## src/rtl/lumini_intersectie_pkg.sv

```systemverilog
// -----------------------------------------------------------------------------
// lumini_pkg
// Shared definitions for the intersection lamp driver, the phase sequencer and
// the stimulus block: phase codes, lamp encodings and the lamp-driver FSM
// state encoding.
// -----------------------------------------------------------------------------
package lumini_pkg;

    // Phase codes coming from the sequencer
    localparam logic [2:0] COD_SUD     = 3'b000;
    localparam logic [2:0] COD_EST     = 3'b001;
    localparam logic [2:0] COD_VEST    = 3'b010;
    localparam logic [2:0] COD_NORD    = 3'b011;
    localparam logic [2:0] COD_PIETONI = 3'b100;
    localparam logic [2:0] COD_SERVICE = 3'b111;

    // Vehicle lamp encodings {R,Y,G}
    localparam logic [2:0] ROSU_L   = 3'b100;
    localparam logic [2:0] GALBEN_L = 3'b010;
    localparam logic [2:0] VERDE_L  = 3'b001;

    // Pedestrian lamp encodings {R,G}
    localparam logic [1:0] PIETON_ROSU  = 2'b10;
    localparam logic [1:0] PIETON_VERDE = 2'b01;
    localparam logic [1:0] PIETON_STINS = 2'b00;

    typedef enum logic [2:0] {
        S_INCARCA = 3'd0,
        S_VERDE   = 3'd1,
        S_GALBEN  = 3'd2,
        S_ROSU    = 3'd3,
        S_GATA    = 3'd4,
        S_SERVICE = 3'd5
    } stare_t;

    // The undefined codes 101/110 are folded into service mode (fail-safe).
    function automatic logic is_service(input logic [2:0] cod);
        return (cod == COD_SERVICE) || (cod == 3'b101) || (cod == 3'b110);
    endfunction

endpackage

```

## src/rtl/lumini_intersectie_numarator_faza.sv

```systemverilog
// -----------------------------------------------------------------------------
// numarator_faza
// Phase tick counter. Counts enable pulses (clk_div) since the last clear and
// flags the pulse that completes i_limit ticks.
// Ports:
//   clk      system clock
//   rst      asynchronous reset, active low
//   i_clr    synchronous clear (state entry); wins over i_en
//   i_en     tick enable (clk_div)
//   i_limit  number of ticks in the current phase
//   o_done   high on the enable pulse that completes i_limit ticks
// -----------------------------------------------------------------------------
module numarator_faza #(
    parameter int CNT_W = 4
) (
    input  logic             clk,
    input  logic             rst,
    input  logic             i_clr,
    input  logic             i_en,
    input  logic [CNT_W-1:0] i_limit,
    output logic             o_done
);

    localparam logic [CNT_W-1:0] ONE = CNT_W'(1);

    logic [CNT_W-1:0] r_cnt;
    logic [CNT_W-1:0] w_last;

    assign w_last = i_limit - ONE;
    assign o_done = i_en && (r_cnt == w_last);

    always_ff @(posedge clk or negedge rst) begin
        if (!rst) begin
            r_cnt <= '0;
        end else if (i_clr) begin
            r_cnt <= '0;
        end else if (i_en) begin
            r_cnt <= r_cnt + ONE;
        end
    end

endmodule

```

## src/rtl/lumini_intersectie.sv

```systemverilog
// -----------------------------------------------------------------------------
// lumini_intersectie
// Lamp driver for the 4-way intersection. Takes the phase code from the
// sequencer, times green / yellow / all-red clearance on clk_div ticks, drives
// the vehicle and pedestrian lamps and pulses ready_S when a phase completes.
// Ports:
//   clk            system clock
//   rst            asynchronous reset, active low
//   clk_div        1-clk phase tick
//   clk_div_int    1-clk blink tick
//   stare_semafor  phase code (SUD/EST/VEST/NORD/PIETONI/SERVICE)
//   sem_sud/est/vest/nord  {R,Y,G} vehicle lamps
//   pieton         {R,G} pedestrian lamp
//   ready_S        1-clk pulse, phase finished
//
// state     | meaning
// ----------+-----------------------------------------------------
// INCARCA   | latch phase code, pick VERDE or SERVICE
// VERDE     | selected direction green / pedestrian steady walk
// GALBEN    | selected direction yellow / pedestrian blinking walk
// ROSU      | all-red clearance
// GATA      | all red, ready_S asserted for this single cycle
// SERVICE   | all vehicle lamps blink yellow, pedestrian dark
// -----------------------------------------------------------------------------
module lumini_intersectie
    import lumini_pkg::*;
#(
    parameter int T_VERDE  = 10,
    parameter int T_GALBEN = 3,
    parameter int T_ROSU   = 2,
    parameter int CNT_W    = 4
) (
    input  logic       clk,
    input  logic       rst,
    input  logic       clk_div,
    input  logic       clk_div_int,
    input  logic [2:0] stare_semafor,
    output logic [2:0] sem_sud,
    output logic [2:0] sem_est,
    output logic [2:0] sem_vest,
    output logic [2:0] sem_nord,
    output logic [1:0] pieton,
    output logic       ready_S
);

    stare_t     r_stare;
    logic [2:0] r_lat;
    logic       r_blink;
    logic [2:0] r_sem_sud, r_sem_est, r_sem_vest, r_sem_nord;
    logic [1:0] r_pieton;
    logic       r_ready;

    stare_t           w_stare_nxt;
    logic [2:0]       w_lat_nxt;
    logic             w_blink_nxt;
    logic             w_clr;
    logic             w_done;
    logic [CNT_W-1:0] w_limit;
    logic [2:0]       w_sud_nxt, w_est_nxt, w_vest_nxt, w_nord_nxt;
    logic [1:0]       w_pieton_nxt;
    logic             w_ready_nxt;
    logic             w_dir_on;
    logic [2:0]       w_dir_lamp;

    numarator_faza #(.CNT_W(CNT_W)) u_numarator (
        .clk     (clk),
        .rst     (rst),
        .i_clr   (w_clr),
        .i_en    (clk_div),
        .i_limit (w_limit),
        .o_done  (w_done)
    );

    always_comb begin
        case (r_stare)
            S_VERDE:  w_limit = CNT_W'(T_VERDE);
            S_GALBEN: w_limit = CNT_W'(T_GALBEN);
            S_ROSU:   w_limit = CNT_W'(T_ROSU);
            default:  w_limit = '0;
        endcase
    end

    always_comb begin
        w_stare_nxt = r_stare;
        w_lat_nxt   = r_lat;
        case (r_stare)
            S_INCARCA: begin
                w_lat_nxt   = stare_semafor;
                w_stare_nxt = is_service(stare_semafor) ? S_SERVICE : S_VERDE;
            end
            S_VERDE:   if (w_done) w_stare_nxt = S_GALBEN;
            S_GALBEN:  if (w_done) w_stare_nxt = S_ROSU;
            S_ROSU:    if (w_done) w_stare_nxt = S_GATA;
            S_GATA:    w_stare_nxt = S_INCARCA;
            S_SERVICE: if (!is_service(stare_semafor)) w_stare_nxt = S_ROSU;
            default:   w_stare_nxt = S_INCARCA;
        endcase
        // A live 111 overrides everything, including a phase tick landing on
        // the same cycle.
        if ((stare_semafor == COD_SERVICE) && (r_stare != S_SERVICE)) begin
            w_stare_nxt = S_SERVICE;
        end
    end

    assign w_clr = (w_stare_nxt != r_stare);

    // Entry clear wins over a coincident blink tick so blinking always starts dark.
    always_comb begin
        if (w_clr && ((w_stare_nxt == S_GALBEN) || (w_stare_nxt == S_SERVICE))) begin
            w_blink_nxt = 1'b0;
        end else if (clk_div_int) begin
            w_blink_nxt = ~r_blink;
        end else begin
            w_blink_nxt = r_blink;
        end
    end

    // Lamp values are decoded from the next state so the registered outputs
    // change on the same edge that the FSM enters a state.
    always_comb begin
        w_sud_nxt    = ROSU_L;
        w_est_nxt    = ROSU_L;
        w_vest_nxt   = ROSU_L;
        w_nord_nxt   = ROSU_L;
        w_pieton_nxt = PIETON_ROSU;
        w_ready_nxt  = 1'b0;
        w_dir_on     = 1'b0;
        w_dir_lamp   = ROSU_L;
        case (w_stare_nxt)
            S_VERDE: begin
                if (w_lat_nxt == COD_PIETONI) begin
                    w_pieton_nxt = PIETON_VERDE;
                end else begin
                    w_dir_on   = 1'b1;
                    w_dir_lamp = VERDE_L;
                end
            end
            S_GALBEN: begin
                if (w_lat_nxt == COD_PIETONI) begin
                    w_pieton_nxt = {1'b0, w_blink_nxt};
                end else begin
                    w_dir_on   = 1'b1;
                    w_dir_lamp = GALBEN_L;
                end
            end
            S_GATA: w_ready_nxt = 1'b1;
            S_SERVICE: begin
                w_sud_nxt    = {1'b0, w_blink_nxt, 1'b0};
                w_est_nxt    = {1'b0, w_blink_nxt, 1'b0};
                w_vest_nxt   = {1'b0, w_blink_nxt, 1'b0};
                w_nord_nxt   = {1'b0, w_blink_nxt, 1'b0};
                w_pieton_nxt = PIETON_STINS;
            end
            default: ;
        endcase
        if (w_dir_on) begin
            case (w_lat_nxt[1:0])
                2'd0:    w_sud_nxt  = w_dir_lamp;
                2'd1:    w_est_nxt  = w_dir_lamp;
                2'd2:    w_vest_nxt = w_dir_lamp;
                default: w_nord_nxt = w_dir_lamp;
            endcase
        end
    end

    always_ff @(posedge clk or negedge rst) begin
        if (!rst) begin
            r_stare    <= S_INCARCA;
            r_lat      <= COD_SUD;
            r_blink    <= 1'b0;
            r_sem_sud  <= ROSU_L;
            r_sem_est  <= ROSU_L;
            r_sem_vest <= ROSU_L;
            r_sem_nord <= ROSU_L;
            r_pieton   <= PIETON_ROSU;
            r_ready    <= 1'b0;
        end else begin
            r_stare    <= w_stare_nxt;
            r_lat      <= w_lat_nxt;
            r_blink    <= w_blink_nxt;
            r_sem_sud  <= w_sud_nxt;
            r_sem_est  <= w_est_nxt;
            r_sem_vest <= w_vest_nxt;
            r_sem_nord <= w_nord_nxt;
            r_pieton   <= w_pieton_nxt;
            r_ready    <= w_ready_nxt;
        end
    end

    assign sem_sud  = r_sem_sud;
    assign sem_est  = r_sem_est;
    assign sem_vest = r_sem_vest;
    assign sem_nord = r_sem_nord;
    assign pieton   = r_pieton;
    assign ready_S  = r_ready;

endmodule

```

## config.mk

```make
export PLATFORM = sky130hd
export DESIGN_NAME = lumini_intersectie
export DESIGN_NICKNAME = d
export VERILOG_FILES = /design/src/rtl/lumini_intersectie_pkg.sv /design/src/rtl/lumini_intersectie_numarator_faza.sv /design/src/rtl/lumini_intersectie.sv
export SDC_FILE = /design/constraint.sdc
export NUM_CORES = 1
export LEC_CHECK = 0
export CAP_MARGIN = 20
export CORE_ASPECT_RATIO = 2
export CORE_UTILIZATION = 45
export CTS_BUF_LIST = sky130_fd_sc_hd__clkbuf_16
export CTS_CLUSTER_DIAMETER = 200
export CTS_CLUSTER_SIZE = 20
export DETAILED_ROUTE_END_ITERATION = 10
export PLACE_DENSITY = 0.68
export SLEW_MARGIN = 10
export SYNTH_ARGS = -nofsm -noshare
export SYNTH_HDL_FRONTEND = slang
export SYNTH_SLANG_ARGS = --single-unit
```

## constraint.sdc

```tcl
create_clock -name clk -period 2.2 [get_ports clk]
set_input_delay 0.44 -clock clk [delete_from_list [all_inputs] [get_ports clk]]
set_output_delay 0.44 -clock clk [all_outputs]
set_load 0.02 [all_outputs]
```

==> results of run 1 <==
registers in the layout, indices dropped and copies added (netlist names):
register / flops
r_stare: 3
pieton: 2
sem_est: 3
u_numarator.r_cnt: 4
r_blink: 1
sem_sud: 3
ready_S: 1
sem_nord: 3
r_lat: 3
sem_vest: 3
critical path, delay by kind of cell:
kind	cells	cell delay, ns
AOI/OAI and AO/OA	3	0.60
buffers and inverters	1	0.54
and+or+nand+nor	3	0.65
area by class of cell:
type | instances | area, sq um | share of cell area [%]
clock buffers | 3 | 75.07 | 4.068
clock inverters | 1 | 3.754 | 0.2034
inverters | 2 | 7.507 | 0.4068
multi-input cells | 99 | 749.5 | 40.61
flip-flops and latches | 26 | 656.9 | 35.59
well taps | 30 | 37.54 | 2.034
repair buffers | 35 | 315.3 | 17.08
where the power goes:
part | switching, mW | leakage [nW] | total, mW | internal, mW
sequential | 0.171 | 0.326 | 0.851 | 0.680
combinational | 0.704 | 0.409 | 1.32 | 0.612
clock | 0.151 | 0.0385 | 0.393 | 0.243
total | 1.03 | 0.774 | 2.56 | 1.53
cells by family after synthesis:
family | share of synthesized area [%]
AND/OR/NAND/NOR | 19.17
AO/OA/AOI/OAI | 21.84
flip-flops | 45.14
buffers and inverters | 3.353
XOR/XNOR | 3.611
multiplexers | 4.643
adder cells (fa/ha/maj) | 2.236
Yosys cell counts (3+ instances only):
library cell	instances	area, sq um
dfrtp_1	21	525.5
o21a_1	3	22.52
mux2i_1	3	30.03
nand3_1	3	15.01
a21oi_1	4	20.02
buf_2	3	15.01
o32ai_1	4	35.03
dfstp_2	5	131.4
o21ai_0	4	20.02
nand2_1	10	37.54
nor2_1	15	56.30
nand2b_1	6	37.54
xor2_1	4	35.03
layer usage:
layer  wire length (um)  vias up  part of all wire, %
met1               1213      559                   37
li1                   -      544                    -
met3                 72        7                  2.2
met2               1918       21                   59
met5                  0        -                    0
met4                 60        0                  1.8
final timing paths:
path                            slack [ns]  depth (start not counted)                    to  startpoint
worst min register to register        0.52                          1              r_lat[2]    r_lat[2]
worst min-delay path                  0.52                          1              r_lat[2]    r_lat[2]
worst max-delay path                  0.14                          7             pieton[0]     clk_div
worst max register to register        0.23                          7  u_numarator.r_cnt[2]  r_stare[2]
max in group asynchronous             1.36                          2            sem_sud[2]         rst
min in group asynchronous             0.55                          2           sem_nord[1]         rst
metrics by stage:
step           worst slack, ns  utilization (%)
2_1_floorplan           0.3680                -
3_3_place_gp          -0.06820            58.64
3_5_place_dp           -0.1299            58.64
4_1_cts                 0.1319            61.25
5_1_grt                0.04912            61.25
6_report                0.1432            61.25
placed cells by master (no fill, tap or decap), types with 2 or more instances in the layout:
| master | count |
|---|---|
| or4bb_1 | 2 |
| nand2_1 | 10 |
| o32ai_1 | 4 |
| mux2i_1 | 3 |
| clkbuf_16 | 3 |
| clkdlybuf4s50_1 | 21 |
| nand3_1 | 3 |
| xor2_1 | 4 |
| dfstp_2 | 5 |
| nand2b_1 | 6 |
| buf_4 | 14 |
| mux2_2 | 2 |
| nor2_1 | 15 |
| or3_1 | 2 |
| maj3_1 | 2 |
| o21ai_0 | 4 |
| xnor2_1 | 2 |
| nor2b_1 | 2 |
| inv_1 | 2 |
| dfrtp_1 | 21 |
| a21oi_1 | 4 |
| o21a_1 | 3 |
==> flow_summary.toml, run 1 <==
[outcome]
status = "completed"

[clock_tree]
ctsHoldBuffers = 0
cts_setup_buffers = 0
worstSkewPairLatency_ns = 0.26
ctsLongestPathBuffers = 2
cts_tree = "yes"
cts-root-buf = "clkbuf_16"
cts_buffers = 3
cts_max_level = 1
cts_sinks = 26
cts_resized = 0
path_clk_slew_ns = 0.06

[placed_design]
dpl.hpwl_mm = 2.568
gp_congestion = 0.8715
dp_cells = 192
dpl_cell_area_sq_um = 1767
port_buffers = 21

[yosys]
synthFlopType = "dfrtp_1"
synth_edf_count = 0
synth_nets = 141
syn_avg_cell_area_sq_um = 10.94
yosysWarnings = 0
ys_seq_area_share_pct = 45.14
async_reset_ff_share_pct = 100.0
ys_ff_latch = 26
netlist_instances = 133
synth_area_sq_um = 1455
synth_cell_type_count = 53

[global_route]
gr-total-overflow = 0
grt_start_max_net_pins = 27
top_usage_layer = "met2"
grt_pass1_vias = 1205
grt_pass1_wl_mm = 5.464
antenna_found_initial = 0
grt_use_met2_pct = 40.77
gr-usage-met1_pct = 21.19
grtUsageTotal_pct = 20.79
gr-usage-met3_pct = 3.261

[layout]
areaGrowthSynthToFinish_pct = 26.83
fin_nets = 175
final_cells = 196
finalInstanceArea_sq_um = 1846
final.fill_count = 281
antenna_cells = 0
drive_gt1_share_pct = 25.90

[floorplanning]
die_y_um = 82.42
io_pins = 22
coreArea_sq_um = 3013
num_rows = 28
dieArea_sq_um = 3479
dieWidth_um = 42.21
initial_utilization_pct = 48.30

[critical_path]
start_kind = "input port"
worstPathRequired_ns = 2.37
cp-end-kind = "flop"
cp_slowest_stage_delay_ns = 0.54
cp_data_arrival_time_ns = 2.22
crit_slowest_cell = "clkdlybuf4s50_1"
crit_fanout = 5
path_class = "in -> reg"
crit_chain = "clkdlybuf4s50_1 -> nand3_2 -> or4_4 -> o21ai_2 -> o31a_2 -> nand2_2 -> o31ai_2"

[pwr]
p_total_mw = 2.560
p_leak_nw = 0.7738
ir_drop_mv = 0.9113
powerDensity_nw_per_um2 = 1387

[sta]
skew_ns = 0.001889
tightest_slew_ns = 0.4756
rsz0062_at_grt = "no"
fin_crit_ns = 2.057
final_max_slew_viol_count = 0
fin_crit_sh_pct = 93.49
setup_tns_ns = 0
slew_headroom_pct = 68.07
fmax_mhz = 486.2
finalSetupViolCount = 0
hold_viol_final = 0
whs_ns = 0.5184

[drt]
route.detailed.drc = 0
initialDrtViolationCount = 8
avgRoutedWirePerCell_um = 16.66
routed_via_density = 5.770
routed_wl_mm = 3.265
first_pass_iters = 4
final_antenna_net_count = 0
vias = 1131

[worst_hold_path]
hold_path_class = "reg -> reg"

[flow_run]
maxCapViolCount = 0
Power figures use the tool's default switching activity.
==> run 2, diff against run 1 <==
- CORE_MARGIN: default -> 10
- SLEW_MARGIN: 10 -> default
==> flow_summary.toml, run 2 (synthesis gave the netlist of run 1 again) <==
[outcome]
status = "completed"

[layout]
drive_gt1_share_pct = 23.60
antenna_cells = 0
final_cells = 192
fin_nets = 170
finalInstanceArea_sq_um = 1809
largest_reg_flops = 4
areaGrowthSynthToFinish_pct = 24.33
regMostFlops = "u_numarator.r_cnt"
mostFrequentLayoutCells = "clkdlybuf4s50_1, dfrtp_1, nor2_1"

[pwr]
p_leak_nw = 0.7486
ir_drop_mv = 0.7257
p_total_mw = 2.531
powerDensity_nw_per_um2 = 1399

[drt]
routed_wl_mm = 3.508
routed_via_density = 5.813
avgRoutedWirePerCell_um = 18.27
route.detailed.drc = 0
final_antenna_net_count = 0
initialDrtViolationCount = 28
wl_met3_um = 115
vias = 1116
wl_met2_mm = 2.040
drt-met1-wl_mm = 1.257
first_pass_iters = 4
top_layer_used = "met4"

[floorplanning]
coreArea_sq_um = 3157
die_y_um = 100.4
dieArea_sq_um = 6046
io_pins = 22
initial_utilization_pct = 46.10
num_rows = 29
dieWidth_um = 60.21

[critical_path]
rrSetupSlack_ns = 0.18
crit_slowest_cell = "clkdlybuf4s50_1"
path_class = "in -> reg"
crit_fanout = 5
path_delay_family = "simple AND/OR/NAND/NOR gates"
crit_chain = "clkdlybuf4s50_1 -> nand3_2 -> or4_4 -> o21ai_2 -> o31a_2 -> nand2_2 -> o31ai_2"
cp_slowest_stage_delay_ns = 0.55
worstPathRequired_ns = 2.36
cp-end-kind = "flop"
crit_buf_inv = 1
start_kind = "input port"
cp_data_arrival_time_ns = 2.27

[placed_design]
dpl.hpwl_mm = 2.725
dp_cells = 188
dpl_cell_area_sq_um = 1730
pre_cts_slack_ns = -0.1121
gp_congestion = 0.8650
port_buffers = 21

[sta]
rsz0062_at_grt = "no"
fin_crit_sh_pct = 95.71
setup_ws_ns = 0.09447
tightest_slew_ns = 0.4695
finalSetupViolCount = 0
fmax_mhz = 474.9
hold_viol_final = 0
skew_ns = 0.002802
fin_crit_ns = 2.106
final_max_slew_viol_count = 0
slew_headroom_pct = 68.48
whs_ns = 0.5088

[global_route]
antenna_found_initial = 0
grt_pass1_wl_mm = 5.858
grt_start_max_net_pins = 27
grt_pass1_vias = 1217
gr-total-overflow = 0
grtUsageTotal_pct = 12.25

[worst_hold_path]
hold_path_class = "reg -> reg"

[clock_tree]
worstSkewPairLatency_ns = 0.26
cts_resized = 0
cts_setup_buffers = 0
cts_tree = "yes"
cts_max_level = 1
cts_buffers = 3
path_clk_slew_ns = 0.06
ctsLongestPathBuffers = 2
cts_sinks = 26
ctsHoldBuffers = 0
cts-root-buf = "clkbuf_16"

[flow_run]
maxCapViolCount = 0
run 2: per-layer routing:
metal  global-route usage [%]  vias to the layer above
met5                        0                        -
li1                         -                      536
met1                    12.03                      552
met2                    22.77                       20
met3                    2.655                        8
met4                    5.208                        0
run 2: worst register-to-register path, cell delays in order, from the launching register on:
cell,delay (ns)
dfrtp_1,0.56
nor2b_4,0.27
a22oi_4,0.12
o31ai_4,0.28
a31oi_2,0.17
o21ai_4,0.33
o32ai_1,0.16
run 2: per-stage QoR:
| stage | setup TNS, ns | util (%) |
|---|---|---|
| 3_5_place_dp | -0.8164 | 54.82 |
| 4_1_cts | 0 | 57.31 |
| 3_3_place_gp | -0.5255 | 54.82 |
| 2_1_floorplan | 0 | - |
| 5_1_grt | 0 | 57.31 |
| 6_report | 0 | 57.31 |
run 2: path summary, 6_finish.rpt:
path	end	depth (start not counted)	startpoint
worst max register to register	sem_sud[1]	6	r_stare[0]
worst min-delay path	r_lat[2]	1	r_lat[2]
worst max-delay path	pieton[0]	7	clk_div
worst min register to register	r_lat[2]	1	r_lat[2]
min in group asynchronous	sem_sud[1]	2	rst
max in group asynchronous	pieton[1]	2	rst
run 2: power breakdown:
| part | internal [mW] | total, mW | switching (mW) |
|---|---|---|---|
| Clock | 0.243 | 0.398 | 0.155 |
| Sequential | 0.680 | 0.862 | 0.182 |
| Combinational | 0.576 | 1.27 | 0.695 |
run 2: layout make-up:
class,count,area [sq um]
Fill cell,284,1348
Tap cell,31,38.79
Timing Repair Buffer,30,277.8
Clock buffer,3,75.07
Multi-Input combinational cell,99,749.5
Sequential cell,26,656.9
Clock inverter,1,3.754
Inverter,2,7.507
